### config.mk
export PLATFORM = sky130hd
export DESIGN_NAME = instruction_sequencer_flat
export DESIGN_NICKNAME = d
export VERILOG_FILES = /design/src/rtl/instruction_sequencer_if.sv /design/src/rtl/instruction_sequencer.sv /design/src/flat_wrapper.sv
export SDC_FILE = /design/constraint.sdc
export NUM_CORES = 1
export LEC_CHECK = 0
export ABC_AREA = 1
export BUFFER_PORTS_ARGS = -buffer_cell sky130_fd_sc_hd__buf_2
export CORE_UTILIZATION = 65
export DETAILED_ROUTE_END_ITERATION = 12
export GPL_ROUTABILITY_DRIVEN = 0
export PLACE_DENSITY = 0.86
export SETUP_SLACK_MARGIN = 0.2
export SYNTH_ARGS = -nofsm -noshare
export SYNTH_HDL_FRONTEND = slang
export SYNTH_SLANG_ARGS = --single-unit
### constraint.sdc
create_clock -name clk -period 3.7 [get_ports clk]
set_input_delay 0.555 -clock clk [delete_from_list [all_inputs] [get_ports clk]]
set_output_delay 0.555 -clock clk [all_outputs]
set_load 0.005 [all_outputs]
### src/rtl/instruction_sequencer_if.sv
// Host/sequencer bus for instruction_sequencer: program load, launch and issued instruction.
// Optional SEQ_STEP_EN adds the step qualifier driven by the host.
interface instruction_sequencer_if #(
    parameter int PC_WIDTH = 5
);
    logic                start;
    logic                prog_we;
    logic [PC_WIDTH-1:0] prog_addr;
    logic [15:0]         prog_data;
`ifdef SEQ_STEP_EN
    logic                step;
`endif
    logic [15:0]         instruction;
    logic [PC_WIDTH-1:0] pc;
    logic                busy;
    logic                done;
    logic                err;

`ifdef SEQ_STEP_EN
    modport master (output start, prog_we, prog_addr, prog_data, step,
                    input  instruction, pc, busy, done, err);
    modport slave  (input  start, prog_we, prog_addr, prog_data, step,
                    output instruction, pc, busy, done, err);
`else
    modport master (output start, prog_we, prog_addr, prog_data,
                    input  instruction, pc, busy, done, err);
    modport slave  (input  start, prog_we, prog_addr, prog_data,
                    output instruction, pc, busy, done, err);
`endif
endinterface

### src/rtl/instruction_sequencer.sv
// Program-memory-driven instruction issuer feeding the TPU top; stretches COMPUTE over the array window.
// Optional feature macro SEQ_STEP_EN: ISSUE only advances on cycles where bus.step is high.
module instruction_sequencer #(
    parameter int IMEM_DEPTH   = 32,
    parameter int PC_WIDTH     = 5,
    parameter int COMPUTE_HOLD = 6
) (
    input  logic                     clk,
    input  logic                     reset,
    instruction_sequencer_if.slave   bus
);
    typedef enum logic [1:0] {
        ST_IDLE  = 2'd0,
        ST_ISSUE = 2'd1,
        ST_HOLD  = 2'd2,
        ST_DONE  = 2'd3
    } state_t;

    localparam logic [2:0] OP_COMPUTE = 3'b100;
    localparam logic [2:0] OP_ILLEGAL = 3'b110;
    localparam logic [2:0] OP_HALT    = 3'b111;

    localparam logic [3:0]          HOLD_INIT = 4'(COMPUTE_HOLD - 1);
    localparam logic [PC_WIDTH-1:0] LAST_PC   = PC_WIDTH'(IMEM_DEPTH - 1);

    state_t              state_r;
    logic [PC_WIDTH-1:0] pc_r;
    logic [15:0]         instr_r;
    logic [3:0]          cnt_r;
    logic                busy_r;
    logic                done_r;
    logic                err_r;
    logic                end_r;
    logic [15:0]         imem_r [IMEM_DEPTH];
    logic [15:0]         word_s;
    logic                advance_s;
    logic                wr_ok_s;

`ifdef SEQ_STEP_EN
    assign advance_s = bus.step;
`else
    assign advance_s = 1'b1;
`endif

    assign word_s  = imem_r[pc_r];
    assign wr_ok_s = (state_r == ST_IDLE) || (state_r == ST_DONE);

    // Program memory: not reset so a loaded program survives a reset pulse.
    always_ff @(posedge clk) begin
        if (bus.prog_we && wr_ok_s) begin
            imem_r[bus.prog_addr] <= bus.prog_data;
        end
    end

    // Sequencer FSM with registered outputs; end_r marks that the last word has been issued.
    always_ff @(posedge clk or negedge reset) begin
        if (!reset) begin
            state_r <= ST_IDLE;
            pc_r    <= '0;
            instr_r <= 16'h0000;
            cnt_r   <= 4'd0;
            busy_r  <= 1'b0;
            done_r  <= 1'b0;
            err_r   <= 1'b0;
            end_r   <= 1'b0;
        end else begin
            case (state_r)
                ST_IDLE, ST_DONE: begin
                    instr_r <= 16'h0000;
                    if (bus.start) begin
                        pc_r    <= '0;
                        err_r   <= 1'b0;
                        end_r   <= 1'b0;
                        busy_r  <= 1'b1;
                        done_r  <= 1'b0;
                        state_r <= ST_ISSUE;
                    end else begin
                        state_r <= state_r;
                    end
                end
                ST_ISSUE: begin
                    if (!advance_s) begin
                        instr_r <= 16'h0000;
                    end else if (end_r) begin
                        // Memory exhausted without HALT: finish as if a HALT followed the last word.
                        instr_r <= 16'h0000;
                        busy_r  <= 1'b0;
                        done_r  <= 1'b1;
                        state_r <= ST_DONE;
                    end else begin
                        pc_r  <= pc_r + PC_WIDTH'(1);
                        end_r <= (pc_r == LAST_PC);
                        case (word_s[15:13])
                            OP_HALT: begin
                                instr_r <= 16'h0000;
                                busy_r  <= 1'b0;
                                done_r  <= 1'b1;
                                state_r <= ST_DONE;
                            end
                            OP_ILLEGAL: begin
                                instr_r <= 16'h0000;
                                err_r   <= 1'b1;
                            end
                            OP_COMPUTE: begin
                                instr_r <= word_s;
                                if (COMPUTE_HOLD > 1) begin
                                    cnt_r   <= HOLD_INIT;
                                    state_r <= ST_HOLD;
                                end else begin
                                    state_r <= ST_ISSUE;
                                end
                            end
                            default: begin
                                instr_r <= word_s;
                            end
                        endcase
                    end
                end
                ST_HOLD: begin
                    cnt_r <= cnt_r - 4'd1;
                    if (cnt_r == 4'd1) begin
                        state_r <= ST_ISSUE;
                    end else begin
                        state_r <= ST_HOLD;
                    end
                end
                default: begin
                    state_r <= ST_IDLE;
                    instr_r <= 16'h0000;
                    busy_r  <= 1'b0;
                    done_r  <= 1'b0;
                end
            endcase
        end
    end

    assign bus.instruction = instr_r;
    assign bus.pc          = pc_r;
    assign bus.busy        = busy_r;
    assign bus.done        = done_r;
    assign bus.err         = err_r;
endmodule

### src/flat_wrapper.sv
// flat-port wrapper written by rule: the top's interface ports become plain ports
module instruction_sequencer_flat 
#(
    parameter int IMEM_DEPTH   = 32,
    parameter int PC_WIDTH     = 5,
    parameter int COMPUTE_HOLD = 6
)
  (clk, reset, bus_start, bus_prog_we, bus_prog_addr, bus_prog_data, bus_instruction, bus_pc, bus_busy, bus_done, bus_err);
  instruction_sequencer_if #(.PC_WIDTH(PC_WIDTH)) bus_i ();
  input  logic clk;
  input  logic reset;
  input wire logic [$bits(bus_i.start)-1:0] bus_start;
  input wire logic [$bits(bus_i.prog_we)-1:0] bus_prog_we;
  input wire logic [$bits(bus_i.prog_addr)-1:0] bus_prog_addr;
  input wire logic [$bits(bus_i.prog_data)-1:0] bus_prog_data;
  output wire logic [$bits(bus_i.instruction)-1:0] bus_instruction;
  output wire logic [$bits(bus_i.pc)-1:0] bus_pc;
  output wire logic [$bits(bus_i.busy)-1:0] bus_busy;
  output wire logic [$bits(bus_i.done)-1:0] bus_done;
  output wire logic [$bits(bus_i.err)-1:0] bus_err;
  assign bus_i.start = bus_start;
  assign bus_i.prog_we = bus_prog_we;
  assign bus_i.prog_addr = bus_prog_addr;
  assign bus_i.prog_data = bus_prog_data;
  assign bus_instruction = bus_i.instruction;
  assign bus_pc = bus_i.pc;
  assign bus_busy = bus_i.busy;
  assign bus_done = bus_i.done;
  assign bus_err = bus_i.err;
  instruction_sequencer #(.IMEM_DEPTH(IMEM_DEPTH), .PC_WIDTH(PC_WIDTH), .COMPUTE_HOLD(COMPUTE_HOLD)) u_core (.clk(clk), .reset(reset), .bus(bus_i));
endmodule
==> impl_metrics.csv <==
group,metric,value,unit
sta,finalHoldViolations,0,
synth,synth_edf_count,512,
clocking,cts.sinks,543,
sta,drv_slew,0,
final_layout,area_growth,10.1,%
pwr,peakVddDrop,0.887,mV
grt,antenna_found_initial,1,
clocking,cts_buffers,51,
worst_hold_path,min_path_type,"in -> async",
final_layout,layout_common_cells,"515 x nand2_1, 512 x edfxtp_1, 248 x nand3_1, 171 x a21oi_1, 66 x a22oi_1",
clocking,cts-resized-gates,0,
sta,tns,0,ps
drt,wl,56.4,mm
sta,rsz0062_at_grt,"false",
drt,first_pass_iters,6,
final_layout,final_common_cell,"nand2_1",
synth,synth_simple_gate_area_share,16.0,%
drt,wl_met1,19.7,mm
sta,fmax,351,MHz
sta,skew,37.5,ps
pwr,power,17.5,mW
synth,yosysWarningCount,0,
drt,ant_nets,0,
worst_setup_path,crit_top_cell,"nand2_1",
synth,synth_nets,1818,
worst_setup_path,cp_cell_sequence,"inv_6, buf_4, nand2_1, nand3_1, nand3_1, nand2_1, nand2_1, nand2_1, nand2_2, nor2_2, or2_4, o21ai_1",
final_layout,layout-drive-gt1-share,10.5,%
pwr,pwr_density_cell,722,nW/µm²
clocking,clockRootBuffer,"clkbuf_16",
floorplanning,core_area,33400,µm²
clocking,clk_pin_slew_worst_paths,60,ps
sta,slew_headroom,35.6,%
drt,met3RoutedLength,7.42,mm
synth,syn_area,22100,µm²
synth,synth_top_family_by_area,"simple AND/OR/NAND/NOR gates",
synth,synth.ff_latch_count,543,
floorplanning,fp.dieH,186,µm
worst_setup_path,path_delay_family,"simple AND/OR/NAND/NOR gates",
drt,detail_route.iter0.violations,2518,
synth,synth-compound-area-share,6.90,%
grt,grt_pass1_vias,14800,
final_layout,fill_cells,2017,
worst_setup_path,slowest_stage,"dfrtp_4",
final_layout,seq_area,16200,µm²
sta,worst_slew_pin_slew,966,ps
worst_setup_path,cp_max_fo,51,
drt,wl_per_cell,24.3,µm
clocking,cts_tree,"yes",
drt,top_layer,"met4",
synth,yosysUniqueCellTypes,33,
worst_setup_path,crit_buf_inv,2,
worst_setup_path,crit_path_end_kind,"flip-flop",
floorplanning,rows,67,
grt,grt_pass1_wl,82.9,mm
synth,ys_seq_area_share,73.2,%
worst_setup_path,worstPathRequired,4130,ps
floorplanning,fp.dieArea,34700,µm²
outcome,status,"finished, final reports clean",
sta,fin_crit,2850,ps
grt,grt_overflow,0,
floorplanning,initial_core_util,65.9,%
synth,async_reset_ff_share,5.71,%
clocking,holdBufCountCts,0,
floorplanning,dieWidth,186,µm
final_layout,antennaDiodeCount,0,
synth,synth_xor_area_share,0.119,%
clocking,postCtsSetupBuffers,0,
synth,synth_cells,1787,
drt,vias,15200,
worst_setup_path,cp.arrival,3280,ps
place,port_buffers,48,
flow_run,cap_violations,0,
synth,synthMuxAreaShare,0,%
worst_setup_path,start_kind,"flip-flop",
synth,synthAdderAreaFrac,0.340,%
synth,synth_ff_type,"edfxtp_1",
drt,wl_met2,26.9,mm
place,dpl.hpwl,31.0,mm
clocking,cts_max_path_buffers,3,
final_layout,layout.nets,1863,
grt,grt_max_degree,141,
final_layout,multi_input_area,5140,µm²
clocking,htree_levels,2,
worst_setup_path,r2r_slack,850,ps
worst_setup_path,critPathMaxStageDelay,560,ps
grt,grt_use_total,33.0,%
pwr,p_leak,8.79,nW
clocking,clk_latency,580,ps
sta,min_period_over_period,77.1,%
drt,drc_errors,0,
floorplanning,io_pins,49,
drt,routed_via_density,6.55,
sta,setup_violations,0,
synth,syn_area_per_cell,12.3,µm²
worst_setup_path,path_class,"reg -> reg",
-- sequential cells by signal, summed over array words and instances, names as in the netlist --
| name | flops |
|---|---|
| u_core.imem_r | 512 |
| u_core.bus.instruction | 16 |
| u_core.bus.pc | 5 |
| u_core.cnt_r | 4 |
| u_core.state_r | 2 |
| u_core.bus.busy | 1 |
| u_core.bus.done | 1 |
| u_core.bus.err | 1 |
| u_core.end_r | 1 |
-- cell usage after synthesis (2+ instances only) --
master	instances	share of area [%]
o21ai_0	4	0.091
o21ai_2	10	0.40
buf_4	19	0.65
clkbuf_1	16	0.27
a22oi_1	66	2.2
inv_4	2	0.057
ha_1	6	0.34
buf_1	9	0.15
or2_1	10	0.28
buf_6	15	0.77
inv_1	21	0.36
o31ai_1	3	0.10
a21oi_1	171	3.9
nor2_1	52	0.89
nand2_2	2	0.057
nand3_1	248	5.6
nand4_1	2	0.057
nand2_1	515	8.8
or2_0	3	0.085
nor2_2	2	0.057
buf_2	51	1.2
edfxtp_1	512	70
dfrtp_1	31	3.5
o21ai_1	7	0.16
xor2_1	2	0.079
-- path summary, 6_finish.rpt --
check | from | cells after the start | to
max | u_core.bus.pc[0]$_DFFE_PN0P_ | 12 | u_core.bus.instruction[0]$_DFFE_PN0N_
max reg2reg | u_core.bus.pc[0]$_DFFE_PN0P_ | 12 | u_core.bus.instruction[0]$_DFFE_PN0N_
min reg2reg | u_core.bus.busy$_DFFE_PN0P_ | 2 | u_core.bus.busy$_DFFE_PN0P_
min in group clk | bus_start | 5 | u_core.bus.pc[1]$_DFFE_PN0P_
max in group asynchronous | reset | 1 | u_core.bus.pc[1]$_DFFE_PN0P_
min | reset | 1 | u_core.bus.pc[0]$_DFFE_PN0P_
-- per-stage QoR --
stage,setup WS [ps],cells,instance area (µm²),util (%),hold WS [ps]
2_1_floorplan,1590,1787,22100,-,259
3_3_place_gp,1110,2227,22700,67.8,479
3_5_place_dp,1000,2227,22700,67.8,499
4_1_cts,958,2320,24300,72.6,78.7
5_1_grt,766,2320,24300,72.6,121
6_report,847,2320,24300,72.6,81.9
-- layer usage --
layer  up-vias  global-route usage, %
li1       6507                      -
met1      7262                   43.3
met2      1253                   51.9
met3       181                   7.89
met4         0                   16.8
met5         -                      0
-- logic make-up (layout without fill, tap and decap cells) --
logic type	count (synthesis)	in the layout
DFF	543	543
AOI/OAI and AO/OA	262	262
adders and majority gates	6	6
buffers and inverters	135	220
xor gates and xnor gates	3	3
and+or+nand+nor	838	838
-- report_power, final --
group | leakage [nW] | internal [mW] | switching (mW) | total, mW
Combinational | 2.99 | 1.55 | 3.80 | 5.34
Clock | 0.790 | 2.85 | 2.20 | 5.05
Sequential | 5.01 | 6.92 | 0.214 | 7.14
-- layout make-up --
cell class / count / area share [%]
multi-input combinational: 1109 / 21.2
clock buffer: 62 / 5.52
tap: 448 / 2.31
inverter: 25 / 0.418
timing repair buffer: 102 / 2.92
clock inverter: 31 / 1.07
sequential: 543 / 66.6
Note: power is estimated with default switching activity, not from simulation.
